===== src/rtl/draw_scheduler_pkg.sv =====
// draw_scheduler_pkg
//   Shared definitions for the draw scheduler: FSM state encoding, requester
//   identifiers, default region dimensions, port widths and the round-robin
//   pick helper used by the arbiter.
package draw_scheduler_pkg;

    typedef enum logic [1:0] {
        S_IDLE  = 2'd0,
        S_GRANT = 2'd1,
        S_DRAW  = 2'd2,
        S_DONE  = 2'd3
    } state_t;

    typedef enum logic {
        REQ_SCREEN = 1'b0,
        REQ_SPRITE = 1'b1
    } req_id_t;

    localparam int DEF_SCREEN_W  = 160;
    localparam int DEF_SCREEN_H  = 120;
    localparam int DEF_SPRITE_W  = 40;
    localparam int DEF_SPRITE_H  = 40;

    localparam int X_W           = 8;
    localparam int Y_W           = 7;
    localparam int SCREEN_ADDR_W = 15;
    localparam int SPRITE_ADDR_W = 11;

    // A lone requester always wins; on a tie the one not served last wins.
    function automatic req_id_t rr_pick(input logic    screen_req,
                                        input logic    sprite_req,
                                        input req_id_t last_winner);
        if (screen_req && sprite_req)
            return (last_winner == REQ_SPRITE) ? REQ_SCREEN : REQ_SPRITE;
        else if (screen_req)
            return REQ_SCREEN;
        else
            return REQ_SPRITE;
    endfunction

endpackage


===== src/rtl/draw_scheduler_raster_counter.sv =====
// raster_counter
//   Column/row/linear-address walker over a W x H region, column innermost.
//   Ports:
//     clk, rst      clock, synchronous active-high reset
//     clear         force col/row/addr to zero
//     advance       step to the next pixel (wraps to 0 after the last one)
//     col, row      current pixel position inside the region
//     addr          row*W+col of the current pixel
//     last          current pixel is (W-1, H-1)
module raster_counter
    import draw_scheduler_pkg::*;
#(
    parameter int W  = DEF_SPRITE_W,
    parameter int H  = DEF_SPRITE_H,
    parameter int AW = SPRITE_ADDR_W
) (
    input  logic           clk,
    input  logic           rst,
    input  logic           clear,
    input  logic           advance,
    output logic [X_W-1:0] col,
    output logic [Y_W-1:0] row,
    output logic [AW-1:0]  addr,
    output logic           last
);

    localparam logic [X_W-1:0] COL_MAX = X_W'(W - 1);
    localparam logic [Y_W-1:0] ROW_MAX = Y_W'(H - 1);

    logic col_end;

    assign col_end = (col == COL_MAX);
    assign last    = col_end && (row == ROW_MAX);

    always_ff @(posedge clk) begin
        if (rst || clear) begin
            col  <= '0;
            row  <= '0;
            addr <= '0;
        end else if (advance) begin
            if (col_end) begin
                col <= '0;
                row <= (row == ROW_MAX) ? '0 : row + 1'b1;
            end else begin
                col <= col + 1'b1;
            end
            addr <= last ? '0 : addr + 1'b1;
        end
    end

endmodule


===== src/rtl/draw_scheduler.sv =====
// draw_scheduler
//   Round-robin arbiter and raster sequencer sharing one VGA draw datapath
//   between a full-screen redraw and a sprite blit. A grant lasts from GRANT
//   through DONE; during DRAW one pixel per cycle is emitted with plot=1.
//   Ports:
//     clk                        clock
//     stateReset                 synchronous active-high reset
//     screenReq, spriteReq       level requests
//     spriteX, spriteY           sprite origin, latched at grant
//     screenGrant, spriteGrant   datapath ownership
//     screenDone, spriteDone     one-cycle completion pulses
//     x, y                       current pixel coordinate
//     screenAddress              screen ROM address (row*SCREEN_W+col)
//     spriteAddress              sprite ROM address (row*SPRITE_W+col)
//     plot                       pixel write strobe
//     busy                       scheduler is not idle
//   Configuration macro:
//     DRAW_SCHEDULER_CLIP_EN     suppress plot for pixels outside the screen
//                                (x>=SCREEN_W or y>=SCREEN_H); default build
//                                wraps x/y to port width and plots every pixel.
module draw_scheduler
    import draw_scheduler_pkg::*;
#(
    parameter int SCREEN_W = DEF_SCREEN_W,
    parameter int SCREEN_H = DEF_SCREEN_H,
    parameter int SPRITE_W = DEF_SPRITE_W,
    parameter int SPRITE_H = DEF_SPRITE_H
) (
    input  logic                     clk,
    input  logic                     stateReset,
    input  logic                     screenReq,
    input  logic                     spriteReq,
    input  logic [X_W-1:0]           spriteX,
    input  logic [Y_W-1:0]           spriteY,
    output logic                     screenGrant,
    output logic                     spriteGrant,
    output logic                     screenDone,
    output logic                     spriteDone,
    output logic [X_W-1:0]           x,
    output logic [Y_W-1:0]           y,
    output logic [SCREEN_ADDR_W-1:0] screenAddress,
    output logic [SPRITE_ADDR_W-1:0] spriteAddress,
    output logic                     plot,
    output logic                     busy
);

    state_t         state;
    req_id_t        winner;
    req_id_t        last_winner;
    req_id_t        pick;
    logic [X_W-1:0] origin_x;
    logic [Y_W-1:0] origin_y;
    logic           draw_last;

    logic start;
    logic step;

    logic [X_W-1:0]           scr_col, spr_col, cur_col;
    logic [Y_W-1:0]           scr_row, spr_row, cur_row;
    logic [SCREEN_ADDR_W-1:0] scr_addr;
    logic [SPRITE_ADDR_W-1:0] spr_addr;
    logic                     scr_last, spr_last, cur_last;

    logic [X_W-1:0] x_pix;
    logic [Y_W-1:0] y_pix;
    logic           visible;

    assign pick  = rr_pick(screenReq, spriteReq, last_winner);
    assign start = (state == S_IDLE) && (screenReq || spriteReq);
    // Counters hold the next pixel to emit: the GRANT edge emits pixel 0.
    assign step  = (state == S_GRANT) || ((state == S_DRAW) && !draw_last);

    raster_counter #(
        .W  (SCREEN_W),
        .H  (SCREEN_H),
        .AW (SCREEN_ADDR_W)
    ) u_screen_cnt (
        .clk     (clk),
        .rst     (stateReset),
        .clear   (start),
        .advance (step && (winner == REQ_SCREEN)),
        .col     (scr_col),
        .row     (scr_row),
        .addr    (scr_addr),
        .last    (scr_last)
    );

    raster_counter #(
        .W  (SPRITE_W),
        .H  (SPRITE_H),
        .AW (SPRITE_ADDR_W)
    ) u_sprite_cnt (
        .clk     (clk),
        .rst     (stateReset),
        .clear   (start),
        .advance (step && (winner == REQ_SPRITE)),
        .col     (spr_col),
        .row     (spr_row),
        .addr    (spr_addr),
        .last    (spr_last)
    );

    assign cur_col  = (winner == REQ_SCREEN) ? scr_col  : spr_col;
    assign cur_row  = (winner == REQ_SCREEN) ? scr_row  : spr_row;
    assign cur_last = (winner == REQ_SCREEN) ? scr_last : spr_last;

`ifdef DRAW_SCHEDULER_CLIP_EN
    logic [X_W:0] x_full;
    logic [Y_W:0] y_full;

    assign x_full  = {1'b0, origin_x} + {1'b0, cur_col};
    assign y_full  = {1'b0, origin_y} + {1'b0, cur_row};
    assign x_pix   = x_full[X_W-1:0];
    assign y_pix   = y_full[Y_W-1:0];
    assign visible = (x_full < (X_W+1)'(SCREEN_W)) &&
                     (y_full < (Y_W+1)'(SCREEN_H));
`else
    assign x_pix   = origin_x + cur_col;
    assign y_pix   = origin_y + cur_row;
    assign visible = 1'b1;
`endif

    always_ff @(posedge clk) begin
        if (stateReset) begin
            state         <= S_IDLE;
            winner        <= REQ_SCREEN;
            last_winner   <= REQ_SPRITE;
            origin_x      <= '0;
            origin_y      <= '0;
            draw_last     <= 1'b0;
            screenGrant   <= 1'b0;
            spriteGrant   <= 1'b0;
            screenDone    <= 1'b0;
            spriteDone    <= 1'b0;
            x             <= '0;
            y             <= '0;
            screenAddress <= '0;
            spriteAddress <= '0;
            plot          <= 1'b0;
            busy          <= 1'b0;
        end else begin
            screenDone <= 1'b0;
            spriteDone <= 1'b0;
            case (state)
                S_IDLE: begin
                    if (start) begin
                        state         <= S_GRANT;
                        busy          <= 1'b1;
                        winner        <= pick;
                        last_winner   <= pick;
                        origin_x      <= (pick == REQ_SCREEN) ? '0 : spriteX;
                        origin_y      <= (pick == REQ_SCREEN) ? '0 : spriteY;
                        screenGrant   <= (pick == REQ_SCREEN);
                        spriteGrant   <= (pick == REQ_SPRITE);
                        screenAddress <= '0;
                        spriteAddress <= '0;
                    end
                end
                S_GRANT, S_DRAW: begin
                    if ((state == S_DRAW) && draw_last) begin
                        state      <= S_DONE;
                        plot       <= 1'b0;
                        screenDone <= (winner == REQ_SCREEN);
                        spriteDone <= (winner == REQ_SPRITE);
                    end else begin
                        state     <= S_DRAW;
                        x         <= x_pix;
                        y         <= y_pix;
                        plot      <= visible;
                        draw_last <= cur_last;
                        if (winner == REQ_SCREEN)
                            screenAddress <= scr_addr;
                        else
                            spriteAddress <= spr_addr;
                    end
                end
                S_DONE: begin
                    state       <= S_IDLE;
                    screenGrant <= 1'b0;
                    spriteGrant <= 1'b0;
                    busy        <= 1'b0;
                end
                default: state <= S_IDLE;
            endcase
        end
    end

endmodule


===== config.mk =====
export PLATFORM = sky130hd
export DESIGN_NAME = draw_scheduler
export DESIGN_NICKNAME = d
export VERILOG_FILES = /design/src/rtl/draw_scheduler_pkg.sv /design/src/rtl/draw_scheduler_raster_counter.sv /design/src/rtl/draw_scheduler.sv
export SDC_FILE = /design/constraint.sdc
export NUM_CORES = 1
export LEC_CHECK = 0
export CORE_MARGIN = 10
export CORE_UTILIZATION = 35
export CTS_CLUSTER_DIAMETER = 60
export DETAILED_ROUTE_END_ITERATION = 7
export SYNTH_ARGS = -nofsm -noshare
export SYNTH_HDL_FRONTEND = slang
export SYNTH_HIERARCHICAL = 1
export SYNTH_SLANG_ARGS = --single-unit

===== constraint.sdc =====
create_clock -name clk -period 3.8 [get_ports clk]
set_input_delay 0.76 -clock clk [delete_from_list [all_inputs] [get_ports clk]]
set_output_delay 0.76 -clock clk [all_outputs]
set_load 0.02 [all_outputs]

; Yosys cells after proc, flatten, opt, wreduce, memory -nomap -nowiden
; Index checks and enable logic that the tools add are counted.
[word_totals]
inputBits = 19
register_bits = 123
out_inout_bits = 47
[op_classes]
mux = 32
addsub = 8
n_eq_ne = 11
n_bitwise = 4
reduce_logical = 24
[ops]
columns = cell, n
row1 = $mux W15, 4
row2 = $mux W11, 4
row3 = $mux W8, 4
row4 = $pmux W15 S2, 1
row5 = $mux W7, 4
row6 = $pmux W11 S2, 1
row7 = $add A8 B1 Y8 const B, 2
row8 = $add A15 B1 Y15 const B, 1
row9 = $add A7 B1 Y7 const B, 2
row10 = $add A11 B1 Y11 const B, 1
row11 = $reduce_and A2 Y1, 5
row12 = $mux W1, 9
row13 = $add A8 B8 Y8, 1
row14 = $eq A8 B6 Y1 const B, 1
row15 = $eq A8 B8 Y1 const B, 1
row16 = $logic_and A1 B1 Y1, 8
row17 = $reduce_and A4 Y1, 2
row18 = $add A7 B7 Y7, 1
row19 = $eq A7 B6 Y1 const B, 1
row20 = $eq A7 B7 Y1 const B, 1
row21 = $ne A2 B2 Y1 const B, 3
row22 = $pmux W1 S2, 3
row23 = $pmux W2 S3, 1
row24 = $eq A2 B2 Y1 const B, 2
row25 = other kinds (10), 16

; Logic depth before layout (Yosys ltp)
; Gate-level depths: netlist of run 1.
[depth]
ltp_word = 5
depth_mapped = 10

; Cells and area by module
; The synthesis of run 1 kept the hierarchy.
[modules_own_cells]
columns = mod, cells_each, area_each_um2, instances, seq_area_each_um2
row1 = draw_scheduler, 366, 3362.0, 1, 1341.3
row2 = raster_counter (u_screen_cnt), 157, 1397.6, 1, 600.6
row3 = raster_counter (u_sprite_cnt), 134, 1181.1, 1, 520.5

; Worst setup path before layout of run 1
; OpenSTA, ideal clock, no wires.
[synth_path]
path_type = register -> register
startpoint = register winner
endpoint = register y[6]
stages_incl_launch_ff = 10
slack_ns = 1.327
synth_period_minus_slack_ns = 2.473
t_arrival_ns = 2.343
cell_sequence = dfxtp_1 -> buf_6 -> buf_2 -> mux2_2 -> ha_1 -> fa_1 -> a211o_1 -> a21oi_1 -> o21a_1 -> o211ai_1
[synth_via]
elab_chain_len = 2
[synth_lines]
columns = item, line_no
row1 = from (decl), draw_scheduler.sv:48  ; req_id_t winner;
row2 = from (signal assigned), draw_scheduler.sv:149  ; winner <= pick;
row3 = $mux W7, draw_scheduler.sv:104  ; assign cur_row = (winner == REQ_SCREEN) ? scr_row : spr_row;
row4 = $add A7 B7 Y7, draw_scheduler.sv:119  ; assign y_pix = origin_y + cur_row;
row5 = to (signal assigned), draw_scheduler.sv:168  ; y <= y_pix;
row6 = to (decl), draw_scheduler.sv:40  ; output logic [Y_W-1:0] y,
; No other way between the ends.
; A chain may end at the register's enable or synchronous reset.

; Worst setup path after layout of run 1
; Ends and elaborated chain as after synthesis.

==> reports/results.ini, run 1 <==
[outcome]
status=finished, final reports clean

[sta]
finClkSkew_ps=8.01
final-max-slew-violation-count=0
hold_violations=0
worst-slew-pin-transition_ps=1060
rsz0062_at_grt=no
post-route-period-util=0.773
min_period_ps=2940
max_freq_ghz=0.340
worst_hold_slack_ps=458
fin_tns_setup_ps=0
setup-violations-final=0
maxSlewHeadroom=0.289

[routing]
wl_per_cell_um=15.4
viasPerCell=5.15
drtAntennaViolNets=0
finalWirelength_mm=14.6
drtIter0Drc=279
dr.pass1.iters=4
via_count=4899
drc=0

[die]
start_util=0.358
dieArea_um2=22600
fp-row-count=47
fp.dieH_um=150
core_area_um2=16600
pin_count=66
die-width_um=150

[pwr]
p_clk_frac=0.442
ir_drop_mv=0.351
p_comb_frac=0.198
power_switching_uw=1210
p_leak_uw=0.00268
seqPwrFrac=0.360
switching_share=0.305
power.density_nw_per_um2=537
intPower_uw=2760

[critical_path]
r2r_slack_ps=860
r2r_end=y[6]
critPathArrivalTime_ps=3240
cp_max_fo=22
critPathLaunchType=flop
regToRegStartpoint=winner
worstSetupStartpoint=winner
crit_type=reg2reg
end_kind=flop
crit_end=y[6]
critical_path_required_ps=4100
r2r_cells=7

[clock_tree]
clk_pin_slew_ps=60
tritoncts.num_buffers=17
post_cts_resize_count=0
cts.path.max_buffers=2
cts.sinks=123
cts_setup_buffers=0
cts-root-buf=clkbuf_16
cts_hold_buf=0
clkLatencyLatePin_ps=420
cts_tree=done
cts_max_level=4

[finish]
multi_input_area_um2=3250
nNetsFinal=764
filler_cell_count=1595
num_antenna_cells=0
ff_latch_area_um2=2460
final_util=0.445
areaGrowthSynthToFinish_pct=24.3
drive_above_1_share=0.112

[yosys]
synth.largest_area_cell=dfxtp_1
netlist.area_leader.share=0.414
async_reset_ff_frac=0
yosysSeqAreaShare=0.414
ys_top_cells_by_area=dfxtp_1 41%, nor2_1 5.9%, ha_1 5.1%
synthFlopType=dfxtp_1
yosysWarnings=6
synth_edf_count=0
yosysMostFrequentCell=dfxtp_1
synth_area_per_cell_um2=9.04
ys_seq_elements=123
ys_types=68
synth_commonest_cells=123 x dfxtp_1, 94 x nor2_1, 49 x nand2_1
synth_area_um2=5940
syn-num-nets=702
synthCells=657

[global_route]
grt_pass1_vias=4880
grt_pass1_wl_mm=24.0
antenna_found_initial=0
gr-total-overflow=0
track_usage=0.131
grt_max_degree=40

[placement]
hpwl_mm=10.5
gp_congestion=0.840
io_buffers=65

[min_path]
hold_class=reg2reg

[job]
maxCapViolCount=0

## worst max-delay path: stages, from the launching register on
cell and delay (ps):
dfxtp_1 1020, mux2_2 440, ha_1 220, fa_1 430, a211o_1 300, a21oi_1 180, o21a_1 130, o211ai_1 90
## placed cells by master, fill, tap and decap left out, types with 3 or more instances in the layout
| master | count |
|---|---|
| a211o_1 | 6 |
| a211oi_1 | 8 |
| a21o_1 | 4 |
| a21oi_1 | 40 |
| a22oi_1 | 17 |
| a22oi_2 | 10 |
| and3_1 | 9 |
| buf_4 | 5 |
| bufinv_16 | 4 |
| clkbuf_16 | 17 |
| clkdlybuf4s50_1 | 64 |
| dfxtp_1 | 123 |
| ha_1 | 24 |
| inv_1 | 18 |
| inv_6 | 7 |
| mux2_2 | 12 |
| mux2i_1 | 9 |
| nand2_1 | 49 |
| nand2b_1 | 7 |
| nand3_1 | 23 |
| nand3b_1 | 4 |
| nand4_1 | 16 |
| nor2_1 | 94 |
| nor2b_1 | 7 |
| nor3_1 | 11 |
| nor4_1 | 3 |
| o211ai_1 | 4 |
| o21a_1 | 6 |
| o21ai_0 | 11 |
| o21ai_1 | 12 |
| o31ai_1 | 3 |
| or2_2 | 3 |
| or3_1 | 4 |
| or4_1 | 3 |
| xnor2_1 | 25 |
| xor2_1 | 22 |
## area by class of cell
class                           instances  share of cell area
Clock buffer                           18              0.0595
Clock inverter                         14              0.0274
Inverter                               19             0.00966
Multi-Input combinational cell        488               0.440
Sequential cell                       123               0.333
Tap cell                              220              0.0373
Timing Repair Buffer                   70              0.0925
## worst min path at each step
stage                               startpoint                to  depth (start not counted)
after CTS                                 y[0]              y[0]                          2
after global routing                      y[0]              y[0]                          2
after detailed placement                  y[0]              y[0]                          2
after floorplan           u_screen_cnt/addr[3]  screenAddress[3]                          2
after global placement             screenGrant       screenGrant                          2
final                                     y[0]              y[0]                          2
## stage by stage
stage               instance area, um^2  setup WS, ps  instances  total power (uW)
detailed placement                 6740           873        920              2240
global placement                   6740           975        920              2220
floorplan                          5940          1330        657              2020
global route                       7380           705        952              4140
CTS                                7380           861        952              4000
finish                             7380           862        952              3970
## flip-flops by register name, summed over array words and instances, names as in the netlist
name and flops:
busy 1, draw_last 1, last_winner 1, origin_x 8, origin_y 7, plot 1
screenAddress 15, screenDone 1, screenGrant 1, spriteAddress 11, spriteDone 1, spriteGrant 1
state 2, u_screen_cnt/addr 15, u_screen_cnt/col 8, u_screen_cnt/row 7, u_sprite_cnt/addr 11, u_sprite_cnt/col 8
u_sprite_cnt/row 7, winner 1, x 8, y 7
## power groups by stage
stage | registers [uW] | logic (uW) | clock network, uW
after floorplan | 1470 | 558 | 0
after global placement | 1450 | 771 | 0
after detailed placement | 1450 | 785 | 0
after CTS | 1430 | 790 | 1780
after global routing | 1440 | 866 | 1840
final | 1430 | 784 | 1750
## routing by layer
layer / global-route usage / up-vias / share of wire
li1: - / 2453 / -
met2: 0.203 / 149 / 0.44
met1: 0.164 / 2277 / 0.47
met3: 0.0450 / 20 / 0.077
met4: 0.0530 / 0 / 0.018
met5: 0 / - / 0
## logic make-up after synthesis
kind of cell | Yosys count | share of synthesized area
buffers and inverters | 46 | 0.0383
AO/OA/AOI/OAI | 138 | 0.163
multiplexers | 21 | 0.0379
AND/OR/NAND/NOR | 256 | 0.219
XOR/XNOR | 47 | 0.0693
flip-flops | 123 | 0.414
adder cells (fa/ha/maj) | 26 | 0.0573
(Power assumes the default switching activity.)
==> run 2: changes to the inputs <==
==> constraint.sdc (replaced) <==
create_clock -name clk -period 2.5 [get_ports clk]
set_input_delay 0.5 -clock clk [delete_from_list [all_inputs] [get_ports clk]]
set_output_delay 0.5 -clock clk [all_outputs]
set_load 0.02 [all_outputs]
==> reports/results.ini, run 2 (synthesis gave the netlist of run 1 again) <==
[outcome]
status=finished, final reports clean

[sta]
hold_violations=0  ; unchanged
layout_setup_ws_ps=222  ; -640 ps
maxSlewHeadroom=0.534  ; +0.245
worst-slew-pin-transition_ps=698  ; -367 ps
post-route-period-util=0.911  ; +0.138
final-max-slew-violation-count=0  ; unchanged
setup-violations-final=0  ; unchanged
worst_hold_slack_ps=450  ; -7.76 ps
finClkSkew_ps=6.75  ; -1.25 ps
fin_tns_setup_ps=0  ; unchanged
rsz0062_at_grt=no
min_period_ps=2280  ; -660 ps
max_freq_ghz=0.439  ; +29%

[critical_path]
regToRegStartpoint=winner
critPathLaunchType=flop
crit_end=y[6]
worstSetupStartpoint=winner
r2r_end=y[6]
end_kind=flop
r2r_cells=7  ; unchanged
r2r_slack_ps=220  ; -640 ps
cp_max_fo=7  ; -68%
critPathArrivalTime_ps=2570  ; -670 ps
critical_path_required_ps=2790  ; -1310 ps
crit_type=reg2reg

[placement]
dp_cells=935  ; +1.6%
post-place-ws_ps=108  ; -765 ps
gp_congestion=0.823  ; -2.0%
hpwl_mm=11.0  ; +4.9%
io_buffers=65  ; unchanged

[clock_tree]
cts.sinks=123  ; unchanged
clkLatencyLatePin_ps=420  ; about the same
cts-root-buf=clkbuf_16
cts.path.max_buffers=2  ; unchanged
cts_max_level=4  ; unchanged
cts_hold_buf=0  ; unchanged
cts_tree=done
tritoncts.num_buffers=17  ; unchanged
clk_pin_slew_ps=60  ; about the same

[pwr]
power.density_nw_per_um2=800  ; +49%
ir_drop_mv=0.504  ; +44%
p_leak_uw=0.00275  ; +2.7%

[routing]
wl_per_cell_um=15.5  ; +0.68%
drtIter0Drc=320  ; +15%
finalWirelength_mm=15.0  ; +2.4%
via_count=5001  ; +2.1%
dr.pass1.iters=4  ; unchanged
drc=0  ; unchanged
viasPerCell=5.17  ; +0.39%
drtAntennaViolNets=0  ; unchanged

[finish]
num_antenna_cells=0  ; unchanged
final-instance-count-excl-fill=968  ; +1.7%
top_regs=screenAddress x15, u_screen_cnt/addr x15
nNetsFinal=780  ; +2.1%
areaGrowthSynthToFinish_pct=26.2
drive_above_1_share=0.132  ; +0.0203
final_common_cell=dfxtp_1
final_cell_mix=122 x dfxtp_1, 94 x nor2_1, 64 x clkdlybuf4s50_1, 49 x nand2_1, 40 x a21oi_1
filler_cell_count=1623  ; +1.8%

[min_path]
hold_class=reg2reg

[global_route]
gr-total-overflow=0  ; unchanged
antenna_found_initial=0  ; unchanged
grt_pass1_wl_mm=24.8  ; +3.2%
grt_pass1_vias=5002  ; +2.5%
grt_max_degree=39  ; -2.5%
track_usage=0.136  ; +0.00478

[die]
start_util=0.358  ; unchanged
dieArea_um2=22600  ; unchanged
die-width_um=150  ; unchanged
fp-row-count=47  ; unchanged
pin_count=66  ; unchanged
fp.dieH_um=150  ; unchanged
core_area_um2=16600  ; unchanged

[job]
maxCapViolCount=0  ; unchanged

==> run 2: cell types whose count changed in the layout (fill, tap and decap cells not counted), sizes merged <==
cell / delta
inv: -6
clkinvlp: +1
buf: +16
bufinv: -1
clkbuf: +1
clkinv: +5
==> run 2: critical path, cell delays in order (launching register included) <==
cell	delay, ps
dfxtp_2	400
mux2_2	370
ha_1	210
fa_1	430
a211o_1	300
a21oi_1	200
o21a_1	160
o211ai_1	90
==> run 2: cell type report <==
cell class,count,area [um^2],share of cell area
repair buffers,86,816,0.109
multi-input cells,488,3250,0.434
clock buffers,19,453,0.0604
clock inverters,13,168,0.0224
flip-flops and latches,123,2460,0.329
well taps,220,275,0.0367
inverters,19,71.3,0.00951
==> run 2: repair_timing <==
item | 4_1_cts | 5_1_grt
gates resized for setup | 0 | 1
endpoints found under the setup margin | 0 | 18
setup buffers | 0 | 1
==> run 2: worst min-delay path by stage <==
| stage | start | endpoint | cells past startpoint |
|---|---|---|---|
| global placement | y[1] | y[1] | 2 |
| global route | x[0] | x[0] | 2 |
| detailed placement | y[4] | y[4] | 2 |
| floorplan | u_screen_cnt/addr[3] | screenAddress[3] | 2 |
| finish | y[4] | y[4] | 2 |
| CTS | stateReset | origin_y[6] | 2 |
==> run 2: per-stage QoR <==
stage | util | cell area [um^2] | power, uW
after floorplan | - | 5940 | 3080
after CTS | 0.451 | 7480 | 6060
after global routing | 0.452 | 7500 | 6290
final | 0.452 | 7500 | 5990
after detailed placement | 0.413 | 6860 | 3480
after global placement | 0.413 | 6860 | 3440
==> run 2: metal layers <==
layer,wire (um),GRT usage,part of all wire,up-vias
met1,7010,0.169,0.47,2380
met4,226,0.0530,0.015,0
met3,949,0.0426,0.063,21
met5,0,0,0,-
li1,-,-,-,2491
met2,6810,0.216,0.45,109
==> run 2: power by group <==
part	internal, uW	total [uW]	switching [uW]
registers	2070	2160	88.6
clock network	1630	2550	921
logic	481	1290	812
total	4170	5990	1820
==> run 3: changes to the inputs <==
--- a/config.mk
+++ b/config.mk
@@ -5,6 +5,7 @@
 export SDC_FILE = /design/constraint.sdc
 export NUM_CORES = 1
 export LEC_CHECK = 0
+export CORE_ASPECT_RATIO = 0.6
 export CORE_MARGIN = 10
 export CORE_UTILIZATION = 35
 export CTS_CLUSTER_DIAMETER = 60
==> reports/results.ini, run 3 (synthesis gave the netlist of run 1 again) <==
[placement]
gp_congestion=0.844  ; +2.6%
hpwl_mm=11.9  ; +7.8%
io_buffers=65  ; unchanged

[routing]
wl_per_cell_um=16.7  ; +7.7%
drc=0  ; unchanged
finalWirelength_mm=16.2  ; +8.2%
drtAntennaViolNets=0  ; unchanged
via_count=5033  ; +0.64%
viasPerCell=5.17  ; +0.12%
dr.pass1.iters=5  ; +1
drtIter0Drc=370  ; +16%

[critical_path]
end_kind=flop
critical_path_required_ps=2800  ; about the same
critPathLaunchType=flop
critPathArrivalTime_ps=2650  ; +80 ps
crit_type=reg2reg
cp_max_fo=7  ; unchanged

[clock_tree]
cts_tree=done
cts-root-buf=clkbuf_16
cts.path.max_buffers=2  ; unchanged
cts.sinks=123  ; unchanged
tritoncts.num_buffers=17  ; unchanged
clkLatencyLatePin_ps=410  ; about the same
cts_hold_buf=0  ; unchanged
cts_max_level=4  ; unchanged
clk_pin_slew_ps=60  ; about the same

[global_route]
track_usage=0.141  ; +0.00469
grt_max_degree=35  ; -10%
gr-total-overflow=0  ; unchanged
grt_pass1_wl_mm=26.1  ; +5.3%
grt_pass1_vias=4902  ; -2.0%
antenna_found_initial=0  ; unchanged

[die]
die-width_um=188  ; +25%
dieArea_um2=22800  ; +0.76%
core_area_um2=16400  ; -0.86%
fp-row-count=36  ; -23%
start_util=0.361  ; +0.00311
pin_count=66  ; unchanged
fp.dieH_um=121  ; -20%

[sta]
worst_hold_slack_ps=456  ; +5.37 ps
max_freq_ghz=0.426  ; -2.9%
rsz0062_at_grt=no
final-max-slew-violation-count=0  ; unchanged
post-route-period-util=0.938  ; +0.0271
setup-violations-final=0  ; unchanged
finClkSkew_ps=8.72  ; +1.97 ps
maxSlewHeadroom=0.289  ; -0.246
hold_violations=0  ; unchanged
worst-slew-pin-transition_ps=1060  ; +365 ps
fin_tns_setup_ps=0  ; unchanged
min_period_ps=2350  ; +67.8 ps

[finish]
multi_input_area_um2=3260  ; +0.35%
top_regs=screenAddress x15, u_screen_cnt/addr x15
nNetsFinal=777  ; -0.38%
drive_above_1_share=0.133  ; +0.000533
final_common_cell=dfxtp_1
areaGrowthSynthToFinish_pct=25.7
filler_cell_count=1596  ; -1.7%
final_cell_mix=122 x dfxtp_1, 93 x nor2_1, 64 x clkdlybuf4s50_1, 49 x nand2_1, 40 x a21oi_1
num_antenna_cells=0  ; unchanged
ff_latch_area_um2=2460  ; unchanged

[min_path]
hold_class=reg2reg

[pwr]
power.density_nw_per_um2=797  ; -0.37%
p_leak_uw=0.00272  ; -0.92%
ir_drop_mv=0.360  ; -29%

[job]
maxCapViolCount=0  ; unchanged

[outcome]
status=finished, final reports clean

## run 3: changes by cell type in the layout (fill, tap and decap cells not counted), sizes merged
| cell | change |
|---|---|
| inv | +8 |
| clkinv | -4 |
| buf | -3 |
| clkbuf | -2 |
| bufinv | -1 |
| clkinvlp | -1 |
## run 3: final timing paths
check / depth (start not counted) / slack, ps / startpoint / endpoint
max: 7 / 150 / winner / x[4]
min: 2 / 460 / y[4] / y[4]
max reg2reg: 7 / 150 / winner / x[4]
min reg2reg: 2 / 460 / y[4] / y[4]
## run 3: layer usage
metal	wire (um)	track usage	share of wire	vias to the layer above
met2	6350	0.194	0.39	163
li1	-	-	-	2484
met3	1540	0.0548	0.095	10
met4	70	0.0348	0.0043	0
met1	8270	0.199	0.51	2376
met5	0	0	0	-
## run 3: where the power goes
part | switching [uW] | leakage, uW | internal, uW
logic | 846 | 0.00143 | 440
clock network | 996 | 0.000295 | 1510
registers | 90.4 | 0.000995 | 2070
total | 1930 | 0.00272 | 4010
## run 3: layout make-up
class | count | share of cell area
Multi-Input combinational cell | 488 | 0.437
Timing Repair Buffer | 83 | 0.105
Tap cell | 228 | 0.0382
Inverter | 19 | 0.00955
Clock buffer | 17 | 0.0570
Clock inverter | 15 | 0.0236
Sequential cell | 123 | 0.330
## run 3: critical path, cell delays in order (launching register included)
cell and delay, ps:
dfxtp_2 400, buf_4 200, mux2_2 370, ha_1 330, nor2b_1 150, o21a_1 210, or3_1 320, a31o_2 250
## run 3: repair_timing
action,in CTS,in global routing
buffers inserted,0,0
setup endpoints to repair,0,13
gates resized for setup,0,5
## run 3: stage by stage
| stage | cell area [um^2] | utilization | std cells | setup WS (ps) | power (uW) |
|---|---|---|---|---|---|
| after floorplan | 5940 | - | 657 | 27.3 | 3080 |
| after global placement | 6850 | 0.417 | 941 | 29.8 | 3440 |
| after detailed placement | 6850 | 0.417 | 941 | 22.8 | 3460 |
| after CTS | 7450 | 0.453 | 973 | 77.1 | 5980 |
| after global routing | 7460 | 0.454 | 973 | 21.1 | 6230 |
| final | 7460 | 0.454 | 973 | 154 | 5950 |
==> edit: new RTL, config.mk and constraints of run 2 <==
Add a define of `DRAW_SCHEDULER_CLIP_EN`.
--- a/src/rtl/draw_scheduler.sv
+++ b/src/rtl/draw_scheduler.sv
@@ -18,6 +18,8 @@
 //     DRAW_SCHEDULER_CLIP_EN     suppress plot for pixels outside the screen
 //                                (x>=SCREEN_W or y>=SCREEN_H); default build
 //                                wraps x/y to port width and plots every pixel.
+`define DRAW_SCHEDULER_CLIP_EN
+
 module draw_scheduler
     import draw_scheduler_pkg::*;
 #(
Function: changed (Yosys sat finds a counterexample within 4 cycles, from zero or initial values and one cycle with stateReset high).
==> edit against run 2 <==
- synthesized area is 2.6% lower
- sequential cell count unchanged
- routed wire length rose by 2.5%
- critical path depth is 2 higher
- count of clock-buffer cells in the layout down 1
- total power up 8.1%
- final area is 1.4% higher
- clock skew is 0.89 ps higher
- setup slack worse by 180 ps
- critical endpoint is now plot$_SDFFE_PP0N_
- largest cell class unchanged
==> edit: results (changes against run 2) <==
\begin{tabular}{lr}
\hline
Metric & Value \\
\hline
\multicolumn{2}{l}{\textbf{Hold path}} \\
Sink of the worst hold path & y[5]\$\_SDFFE\_PP0P\_ \\
\multicolumn{2}{l}{\textbf{Cells and area}} \\
Non-clock inverter total of the final layout & 14 (-5) \\
Area taken by flip-flops and latches & 2466 um2 (+0.10\%) \\
Post-layout net count & 788 (+1.0\%) \\
Multi-input combinational cell area & 3252 um2 (about the same) \\
Proportion of layout cells with a drive suffix above 1 & 0.1642 (+0.03189) \\
Non-Clock Buffer Area Fraction & 0.1255 (+0.01672) \\
Proportion of cell area occupied by multi-input gates & 0.4276 (-0.005970) \\
Filler cells & 1,464 (-9.8\%) \\
\multicolumn{2}{l}{\textbf{Yosys}} \\
Proportion of synthesized chip area in sequential cells & 0.4256 (+0.01112) \\
Most common library cells after synthesis & sky130\_fd\_sc\_hd\_\_dfxtp\_1, sky130\_fd\_sc\_hd\_\_nor2\_1, sky130\_fd\_sc\_hd\_\_a22oi\_1 \\
Leading cell types by total area after synthesis & sky130\_fd\_sc\_hd\_\_dfxtp\_1, sky130\_fd\_sc\_hd\_\_nor2\_1, sky130\_fd\_sc\_hd\_\_ha\_1 \\
Area share of the leading cell type in the synthesized netlist & 0.4256 (+0.01112) \\
Syn Area/Cell & 8.956 um2 (-0.95\%) \\
Count of cell types in the netlist & 67 (-1.5\%) \\
\multicolumn{2}{l}{\textbf{STA}} \\
Hold\_ws & 452.4 ps (+2.219 ps) \\
Fmax & 407.2 MHz (-7.2\%) \\
\multicolumn{2}{l}{\textbf{Setup path}} \\
Slack of the worst reg-to-reg path & 40 ps (-180 ps) \\
CP Capture Point & plot\$\_SDFFE\_PP0N\_ \\
Cells on worst reg2reg path & 9 (+2) \\
Crit path largest cell delay & 390 ps (-40 ps) \\
Top fanout value on the critical path & 5 (-2) \\
\multicolumn{2}{l}{\textbf{Placement}} \\
Weighted congestion at the end of routability-driven global placement & 0.9056 (+10\%) \\
Instance count after placement with tap cells included & 934 (-0.11\%) \\
Worst setup slack before clock tree synthesis & -7.583 ps (-115.4 ps) \\
Estimated wirelength of the detail-placed design & 11,290 um (+2.6\%) \\
\multicolumn{2}{l}{\textbf{Global routing}} \\
Largest net degree at the start of global routing & 50 (+28\%) \\
First-pass GRT wire length & 24,860 um (+0.33\%) \\
Vias in the first global route & 4,798 (-4.1\%) \\
Total Routing Usage GR & 0.1401 (+0.004120) \\
\multicolumn{2}{l}{\textbf{Pwr}} \\
Switching component of the power & 2.146 mW (+18\%) \\
Combinational group share of total power & 0.269 (+0.053) \\
Max VDD drop & 0.4456 mV (-12\%) \\
\multicolumn{2}{l}{\textbf{Drt}} \\
Initial DRC Count & 330 (+3.1\%) \\
Detail-routed net length per standard cell & 15.83 um (+2.2\%) \\
Detailed Routing Iterations Pass 1 & 5 (+1) \\
\multicolumn{2}{l}{\textbf{Floorplan}} \\
Die width & 148.6 um (-1.1\%) \\
\multicolumn{2}{l}{\textbf{Status}} \\
Result of the run & finished, final reports clean \\
\hline
\end{tabular}
==> edit: metal layers <==
layer	global-route usage	up-vias	share of wire	wire [um]
li1	-	2476	-	-
met1	0.1716	2316	0.47	7157
met2	0.2232	94	0.47	7276
met3	0.04187	17	0.049	757
met4	0.05996	0	0.012	177
met5	0	-	0	0
==> edit: kinds of logic after synthesis <==
| group | share of synthesized area |
|---|---|
| compound gates | 0.1436 |
| xor+xnor | 0.07591 |
| fa+ha+maj | 0.06099 |
| buf+inv | 0.03136 |
| flops | 0.4256 |
| mux | 0.03958 |
| simple gates | 0.2230 |
==> edit: tightest hold or removal path: cells and delay by family, from the launching register on <==
kind	cells	cell delay, ps
flip-flops	1	310
AND/OR/NAND/NOR	1	50
AO/OA/AOI/OAI	1	50
==> edit: repair_timing <==
action                                  CTS  global route
gates resized for setup                   1            24
endpoints found under the setup margin    1             7
pin swaps                                 0            21
buffers inserted                          0             5
